==> src/rtl/wb_debug_bridge_pkg.sv <==
// Shared definitions for the byte-stream to Wishbone debug bridge:
// command layout, status codes and FSM state encoding.
package wb_debug_bridge_pkg;

  localparam int unsigned ADR_W = 32;
  localparam int unsigned DAT_W = 32;
  localparam int unsigned SEL_W = 4;

  // Command byte: we in bit 7, reserved bits 6:4 (must be zero), sel in 3:0
  typedef struct packed {
    logic             we;
    logic [2:0]       rsv;
    logic [SEL_W-1:0] sel;
  } cmd_t;

  localparam logic [7:0] STATUS_OK      = 8'h00;
  localparam logic [7:0] STATUS_BUS_ERR = 8'h01;
  localparam logic [7:0] STATUS_TIMEOUT = 8'h02;
  localparam logic [7:0] STATUS_BAD_CMD = 8'h03;

  typedef enum logic [2:0] {
    ST_IDLE = 3'd0,
    ST_ADDR = 3'd1,
    ST_DATA = 3'd2,
    ST_BUS  = 3'd3,
    ST_RESP = 3'd4
  } state_t;

  function automatic logic cmd_bad(input cmd_t c);
    return (c.rsv != 3'b000) || (c.sel == '0);
  endfunction

endpackage

==> src/rtl/wb_debug_bridge.sv <==
// Host byte-stream to classic Wishbone initiator: decodes command frames,
// runs one bus cycle per frame and streams back read data plus a status byte.
module wb_debug_bridge
  import wb_debug_bridge_pkg::*;
#(
  parameter int unsigned TIMEOUT_CYCLES = 1024
) (
  input  logic             wb_clk_i,
  input  logic             wb_rstn_i,
  input  logic [7:0]       rx_dat_i,
  input  logic             rx_valid_i,
  output logic             rx_ready_o,
  output logic [7:0]       tx_dat_o,
  output logic             tx_valid_o,
  input  logic             tx_ready_i,
  output logic [ADR_W-1:0] wb_adr_o,
  output logic [DAT_W-1:0] wb_dat_o,
  input  logic [DAT_W-1:0] wb_dat_i,
  output logic             wb_we_o,
  output logic [SEL_W-1:0] wb_sel_o,
  output logic             wb_cyc_o,
  output logic             wb_stb_o,
  input  logic             wb_ack_i,
  input  logic             wb_err_i,
  output logic             busy_o
);

  localparam int unsigned TMO_W = (TIMEOUT_CYCLES > 0) ? $clog2(TIMEOUT_CYCLES + 1) : 1;
  localparam logic [TMO_W-1:0] TMO_LAST = TMO_W'(TIMEOUT_CYCLES - 1);

  state_t           state_q, state_n;
  logic [1:0]       cnt_q, cnt_n;
  logic [ADR_W-1:0] adr_q, adr_n;
  logic [DAT_W-1:0] dat_q, dat_n;
  logic [DAT_W-1:0] rdata_q, rdata_n;
  logic             we_q, we_n;
  logic [SEL_W-1:0] sel_q, sel_n;
  logic [7:0]       status_q, status_n;
  logic             resp_data_q, resp_data_n;
  logic [TMO_W-1:0] tmo_q, tmo_n;
  logic [7:0]       tx_dat_n;
  logic             cyc_q, rx_ready_q, tx_valid_q, busy_q;
  logic             rx_fire, tx_fire, tmo_hit;
  cmd_t             cmd;

  assign cmd     = cmd_t'(rx_dat_i);
  assign rx_fire = rx_valid_i & rx_ready_q;
  assign tx_fire = tx_valid_q & tx_ready_i;
  assign tmo_hit = (TIMEOUT_CYCLES != 0) && (tmo_q == TMO_LAST);

  // Next-state and datapath decode
  always_comb begin
    state_n     = state_q;
    cnt_n       = cnt_q;
    adr_n       = adr_q;
    dat_n       = dat_q;
    rdata_n     = rdata_q;
    we_n        = we_q;
    sel_n       = sel_q;
    status_n    = status_q;
    resp_data_n = resp_data_q;
    tmo_n       = tmo_q;
    tx_dat_n    = 8'h00;

    unique case (state_q)
      ST_IDLE: begin
        if (rx_fire) begin
          cnt_n = 2'd0;
          if (cmd_bad(cmd)) begin
            status_n    = STATUS_BAD_CMD;
            resp_data_n = 1'b0;
            state_n     = ST_RESP;
          end else begin
            we_n    = cmd.we;
            sel_n   = cmd.sel;
            state_n = ST_ADDR;
          end
        end
      end
      ST_ADDR: begin
        if (rx_fire) begin
          adr_n = {rx_dat_i, adr_q[ADR_W-1:8]};
          cnt_n = cnt_q + 2'd1;
          if (cnt_q == 2'd3) state_n = we_q ? ST_DATA : ST_BUS;
        end
      end
      ST_DATA: begin
        if (rx_fire) begin
          dat_n = {rx_dat_i, dat_q[DAT_W-1:8]};
          cnt_n = cnt_q + 2'd1;
          if (cnt_q == 2'd3) state_n = ST_BUS;
        end
      end
      ST_BUS: begin
        tmo_n = (tmo_q == {TMO_W{1'b1}}) ? tmo_q : tmo_q + TMO_W'(1);
        // err outranks ack, which outranks timeout
        if (wb_err_i) begin
          status_n    = STATUS_BUS_ERR;
          rdata_n     = '0;
          resp_data_n = ~we_q;
          state_n     = ST_RESP;
        end else if (wb_ack_i) begin
          status_n    = STATUS_OK;
          rdata_n     = wb_dat_i;
          resp_data_n = ~we_q;
          state_n     = ST_RESP;
        end else if (tmo_hit) begin
          status_n    = STATUS_TIMEOUT;
          rdata_n     = '0;
          resp_data_n = ~we_q;
          state_n     = ST_RESP;
        end
      end
      ST_RESP: begin
        if (tx_fire) begin
          if (resp_data_q) begin
            cnt_n = cnt_q + 2'd1;
            if (cnt_q == 2'd3) resp_data_n = 1'b0;
          end else begin
            state_n = ST_IDLE;
          end
        end
      end
      default: state_n = ST_IDLE;
    endcase

    if ((state_n == ST_BUS) && (state_q != ST_BUS)) tmo_n = '0;

    // TX byte is precomputed so it is valid on the first RESP cycle
    if (state_n == ST_RESP)
      tx_dat_n = resp_data_n ? rdata_n[{cnt_n, 3'b000} +: 8] : status_n;
  end

  always_ff @(posedge wb_clk_i) begin
    if (!wb_rstn_i) begin
      state_q     <= ST_IDLE;
      cnt_q       <= '0;
      adr_q       <= '0;
      dat_q       <= '0;
      rdata_q     <= '0;
      we_q        <= 1'b0;
      sel_q       <= '0;
      status_q    <= '0;
      resp_data_q <= 1'b0;
      tmo_q       <= '0;
      tx_dat_o    <= '0;
      cyc_q       <= 1'b0;
      rx_ready_q  <= 1'b0;
      tx_valid_q  <= 1'b0;
      busy_q      <= 1'b0;
    end else begin
      state_q     <= state_n;
      cnt_q       <= cnt_n;
      adr_q       <= adr_n;
      dat_q       <= dat_n;
      rdata_q     <= rdata_n;
      we_q        <= we_n;
      sel_q       <= sel_n;
      status_q    <= status_n;
      resp_data_q <= resp_data_n;
      tmo_q       <= tmo_n;
      tx_dat_o    <= tx_dat_n;
      cyc_q       <= (state_n == ST_BUS);
      rx_ready_q  <= (state_n == ST_IDLE) || (state_n == ST_ADDR) || (state_n == ST_DATA);
      tx_valid_q  <= (state_n == ST_RESP);
      busy_q      <= (state_n != ST_IDLE);
    end
  end

  assign rx_ready_o = rx_ready_q;
  assign tx_valid_o = tx_valid_q;
  assign busy_o     = busy_q;
  assign wb_cyc_o   = cyc_q;
  assign wb_stb_o   = cyc_q;
  assign wb_adr_o   = adr_q;
  assign wb_dat_o   = dat_q;
  assign wb_we_o    = we_q;
  assign wb_sel_o   = sel_q;

endmodule

==> config.mk <==
export PLATFORM = sky130hd
export DESIGN_NAME = wb_debug_bridge
export DESIGN_NICKNAME = d
export VERILOG_FILES = /design/src/rtl/wb_debug_bridge_pkg.sv /design/src/rtl/wb_debug_bridge.sv
export SDC_FILE = /design/constraint.sdc
export NUM_CORES = 1
export LEC_CHECK = 0
export CAP_MARGIN = 30
export CORE_ASPECT_RATIO = 1.75
export CORE_MARGIN = 10
export CORE_UTILIZATION = 54
export DETAILED_ROUTE_END_ITERATION = 7
export GPL_TIMING_DRIVEN = 0
export PLACE_DENSITY = 0.9
export SYNTH_ARGS = -nofsm -noshare
export SYNTH_HDL_FRONTEND = slang
export SYNTH_SLANG_ARGS = --single-unit
==> constraint.sdc <==
create_clock -name wb_clk_i -period 7.4 [get_ports wb_clk_i]
set_input_delay 1.48 -clock wb_clk_i [delete_from_list [all_inputs] [get_ports wb_clk_i]]
set_output_delay 1.48 -clock wb_clk_i [all_outputs]
set_load 0.05 [all_outputs]
Word level (Yosys, flattened, before mapping). Index checks and enable logic that the tools add are counted.

Register bits: 138. Latch bits: 0. Bits in writable memories: 0. ROM bits: 0. Bits of input ports: 46. Output and inout port bits: 82. Logic and storage cells: 90. Memories kept: 0.

Add/sub/neg operators: 2. $mul: 0. Divide/modulo/power cells: 0. Order comparisons: 0. Equality and inequality tests: 12. Shift-type cells: 1. Mux-type cells: 38. Bitwise gates (word level): 6. Reductions and logical operators: 16.

Operators with widths (number): 32-bit 2-to-1 mux (4); 8-bit 2-to-1 mux (6); 3-bit 2-to-1 mux (11); 32-bit by 6-bit indexed part select with 8-bit output (1); 8-bit one-hot mux with 2 select lines (1); 3-bit one-hot mux with 5 select lines (1); 3-bit by 2-bit equality test with 1-bit output, second input constant (4); 11-bit by 1-bit adder with 11-bit output, second input constant (1); 11-bit by 10-bit equality test with 1-bit output, second input constant (1); 11-bit equality test, second input constant (1); 1-bit 2-to-1 mux (9); 2-bit 2-to-1 mux (4); 2-bit AND reduction (4); 3-bit by 1-bit equality test with 1-bit output, second input constant (2); 3-bit equality test, second input constant (2); 3-bit logical NOT (2); 2-bit one-hot mux with 3 select lines (1); 3-bit nonzero test (2); 4-bit logical NOT (1); 1-bit NOT (4); 2-bit OR reduction (2); 1-bit logical OR (3); 3-bit by 2-bit != test with 1-bit output, second input constant (1); 1-bit one-hot mux with 3 select lines (1); other kinds (5) (6).

Depth between registers and ports, before layout.
Depth in word-level cells: 8. Depth in mapped cells: 9. Gate-level depth less buffers: 8.

Worst setup path before layout. Ideal clock, no wire load.

Path type: input to register. Start point: in rx_valid_i. End point: reg tx_dat_o[2]. Library setup time: 127 ps. Data arrival time: 3497 ps. Data required time: 7273 ps. Setup slack: 3776 ps. Cell stages on the path: 9. Buffers on the path: 1. Cell sequence: nand2_1 ha_1 nor2b_1 o311a_1 a211oi_4 buf_6 mux2_2 a221oi_1 o32ai_1.

Cells in the longest elaborated chain, start to end: 5. Elaborated cells on any way between the ends: 16. Classes of those cells: eq/ne: 1; shift: 1; mux: 12; bitwise: 1; reduce/logical: 1.

RTL lines: start, declared (RTL line wb_debug_bridge.sv:11) `input logic rx_valid_i,`; 1-bit AND * (RTL line wb_debug_bridge.sv:47) `assign rx_fire = rx_valid_i & rx_ready_q;`; 2-bit 2-to-1 mux, or another cell as far along (RTL line wb_debug_bridge.sv:81, wb_debug_bridge.sv:88); 2-bit one-hot mux with 3 select lines / 3-bit one-hot mux with 5 select lines (equally long branches) (RTL line wb_debug_bridge.sv:65) `unique case (state_q)`; 32-bit by 6-bit indexed part select with 8-bit output / 3-bit equality test (equally long branches) (RTL line wb_debug_bridge.sv:131, wb_debug_bridge.sv:130); 8-bit 2-to-1 mux / 2-bit AND reduction (equally long branches); end signal, assigned (RTL line wb_debug_bridge.sv:162) `tx_dat_o <= tx_dat_n;`; end, declared (RTL line wb_debug_bridge.sv:13) `output logic [7:0] tx_dat_o,`.

Every way passes the cells marked *; elsewhere a longest branch is shown, timed or not. A chain may end at the register's enable or synchronous reset.

Worst setup path after layout. Same ends and word-level chain as after synthesis.

==> flow_summary.ini <==
[worst_hold_path]
hold_start = wb_dat_o[6]
holdPathStages = 2
hold_end = wb_dat_o[6]
hp-class = flip-flop to flip-flop

[drt]
viasPerCell = 5.984
postRouteAntennaNets = 0
wl_per_cell_um = 18.75
initialDrtViolationCount = 394
vias = 5631
first_pass_iters = 5
drc_errors = 0
drt_wl_total_um = 17650

[pwr]
p_leak_uw = 0.002731
power_density_mw_per_mm2 = 228.7
pwr-share-seq = 0.425
power.switching_uw = 366.0
ir_worst_vdd_v = 0.0001883
netSwitchingFraction = 0.2072
power.internal_uw = 1400
clockPowerShare = 0.524
total_power_uw = 1766
power_frac_comb = 0.052

[logic_synthesis]
synth_top_family_by_area = simple AND/OR/NAND/NOR gates
yosys_most_used_dff = dfxtp_1
synth-edff-count = 0
synth-xor-area-share = 0.01395
yosys.area_share.simple = 0.2048
syn-cell-area_mm2 = 0.005652
synth_nets = 706
syn_inst = 657
synth_mux_area_frac = 0.06221
ys_types = 59
synth_fa_ha_area_frac = 0.006642
yosys_warnings = 0
synth_compound_area_frac = 0.1798
ys_ff_latch = 138
async_flop_share = 0
avgSynthCellArea_um2 = 8.602
seq_area_frac_synth = 0.4888

[setup_path]
crit_type = input port to flip-flop
crit_fanout = 10
start_kind = input port
critical_path_arrival_ps = 4420
reg2reg_slack_ps = 4460
regToRegStartpoint = rx_ready_o
worstSetupEndpointType = flip-flop
rr_endpoint = tx_dat_o[2]
r2r_cells = 9
critical_path_required_ps = 7680

[global_routing]
grt_pass1_wl_um = 28390
track_usage = 0.2249
grt_max_degree = 17
overflow = 0
grt_pass1_vias = 5750
grt_antenna_before_repair = 0

[cts]
cts-root-buf = clkbuf_16
cts-resized-gates = 0
clk_transition_reported_paths_ps = 60
cts_setup_buffers = 0
cts_hold_buf = 0
cts_max_path_buffers = 2
cts_buffers = 17
cts_htree_levels = 4
cts_tree = yes
cts.sink_count = 138
clk_latency_ps = 420

[timing]
drv_slew = 0
fin_crit_sh = 0.5594
report.final.setup_viol = 0
slew_headroom = 0.5588
period_minus_slack_ps = 4140
final_hold_viol_count = 0
setup_ws_ps = 3260
tns_ps = 0
finClkSkew_ps = 7.818
fmaxAchievable_mhz = 241.6
worst_pin_slew_ps = 661.8
rsz0062_at_grt = false

[floorplan]
core_mm2 = 0.01024
num_io_pins = 128
chipWidth_um = 97.34
die_h_um = 155.3
initial_core_util = 0.5520
die-area_mm2 = 0.01512
row_count = 49

[finish]
final_cell_count_no_fill = 941
antenna_cells = 0
area_growth_pct = 36.64
final-seq-area_mm2 = 0.002763
n_fill_cell = 663
multi_input_area_mm2 = 0.002641
final_nets = 851
drive_above_1_share = 0.08600
final_core_util = 0.7542

[job]
maxCapViolCount = 0

[placed_design]
gp_congestion = 0.8827
dp_hpwl_um = 12650
io_buffers = 126
dp_slack_ps = 2903
dp.cells = 910

[status]
status = finished, final reports clean
==> kinds of logic after synthesis <==
family	Yosys count
fa+ha+maj	3
compound gates	157
simple gates	263
buf+inv	57
xor+xnor	9
mux	30
flops	138
==> synth_stat cells (all sizes together) (2+ instances only) <==
library cell  instances  area [µm²]
nand4                 4       25.02
nor3                  5       25.02
o32ai                 6       52.55
nand3b                7       56.30
a31oi                 2       12.51
a21oi                83       415.4
and3                  4       25.02
mux2i                 7       70.07
a221o                 2       20.02
nor2b                 4       25.02
nand2b                3       18.77
a221oi               10       87.58
mux4                  2       45.04
buf                  13       81.32
nand2               146       550.5
a22oi                26       195.2
nor2                 57       214.0
mux2                 21       236.5
xnor2                 2       17.52
o211ai                2       15.01
xor2                  7       61.31
o21ai                10       50.04
nand3                13       65.06
dfxtp               138        2763
and3b                 2       17.52
and2                 11       68.82
clkbuf               30       113.9
inv                  14       52.55
ha                    3       37.54
o31ai                 2       28.78
a211oi                4       42.54
==> critical path, cell delays in order <==
cell and delay, ps:
clkdlybuf4s50_1 510, nand2_1 110, ha_1 320, nor2b_1 50, o311a_1 350, a211oi_4 460, buf_6 250, mux2_2 340
a221oi_1 370, o32ai_1 150
==> final cells by class <==
| class | count | share of cell area |
|---|---|---|
| multi-input combinational | 462 | 0.3420 |
| timing repair buffer | 126 | 0.1633 |
| sequential | 138 | 0.3577 |
| buffer | 43 | 0.02528 |
| clock inverter | 11 | 0.02511 |
| clock buffer | 20 | 0.05914 |
| tap | 127 | 0.02058 |
| inverter | 14 | 0.006805 |
==> metal layers <==
layer | global-route usage | part of all wire | wire length (µm) | up-vias
met3 | 0.06696 | 0.074 | 1308 | 70
met4 | 0.1154 | 0.037 | 660 | 0
met2 | 0.4127 | 0.53 | 9272 | 297
li1 | - | - | - | 2577
met5 | 0 | 0 | 0 | -
met1 | 0.2225 | 0.36 | 6404 | 2687
==> registers in the layout (all words and copies together) (netlist names) <==
| signal | count |
|---|---|
| tx_valid_o | 1 |
| resp_data_q | 1 |
| wb_sel_o | 4 |
| wb_adr_o | 32 |
| status_q | 8 |
| tx_dat_o | 8 |
| wb_dat_o | 32 |
| wb_we_o | 1 |
| rdata_q | 32 |
| state_q | 3 |
| rx_ready_o | 1 |
| busy_o | 1 |
| cnt_q | 2 |
| wb_cyc_o | 1 |
| tmo_q | 11 |
==> placed cells by master (no fill, tap or decap), drive strengths merged, types with 3 or more instances in the layout <==
master	instances
xor2	7
mux2i	7
buf	13
nand4	4
inv	14
nand3	13
clkbuf	50
and3	4
bufinv	5
nor3	5
nand2b	3
o32ai	6
o21ai	10
clkinv	5
a211oi	4
and2	11
nand2	146
a221oi	10
a21oi	83
clkdlybuf4s50	126
ha	3
nor2	57
dfxtp	138
nand3b	7
a22oi	26
mux2	21
nor2b	4
==> how the worst max path moves through the flow <==
| stage | to | slack [ps] | startpoint |
|---|---|---|---|
| floorplan | tx_dat_o[2] | 3780 | rx_valid_i |
| global placement | tx_dat_o[2] | 2930 | rx_valid_i |
| detailed placement | tx_dat_o[2] | 2900 | rx_valid_i |
| CTS | tx_dat_o[2] | 3330 | rx_valid_i |
| global route | tx_dat_o[5] | 3130 | rx_valid_i |
| finish | tx_dat_o[2] | 3260 | rx_valid_i |
==> stage by stage <==
step | cell area (µm²) | hold WS (ps)
5_1_grt | 7722 | 474.4
3_3_place_gp | 7072 | 439.5
4_1_cts | 7722 | 456.2
2_1_floorplan | 5652 | 429.3
6_report | 7722 | 454.1
3_5_place_dp | 7072 | 445.3
==> power by group through the flow <==
stage	sequential [µW]	combinational (µW)	clock, µW
finish	750	91.5	925
global route	750	96.6	967
CTS	750	90.1	931
detailed placement	766	88.9	0
global placement	766	87.3	0
floorplan	774	34.0	0
Note: power is estimated with default switching activity, not from simulation.
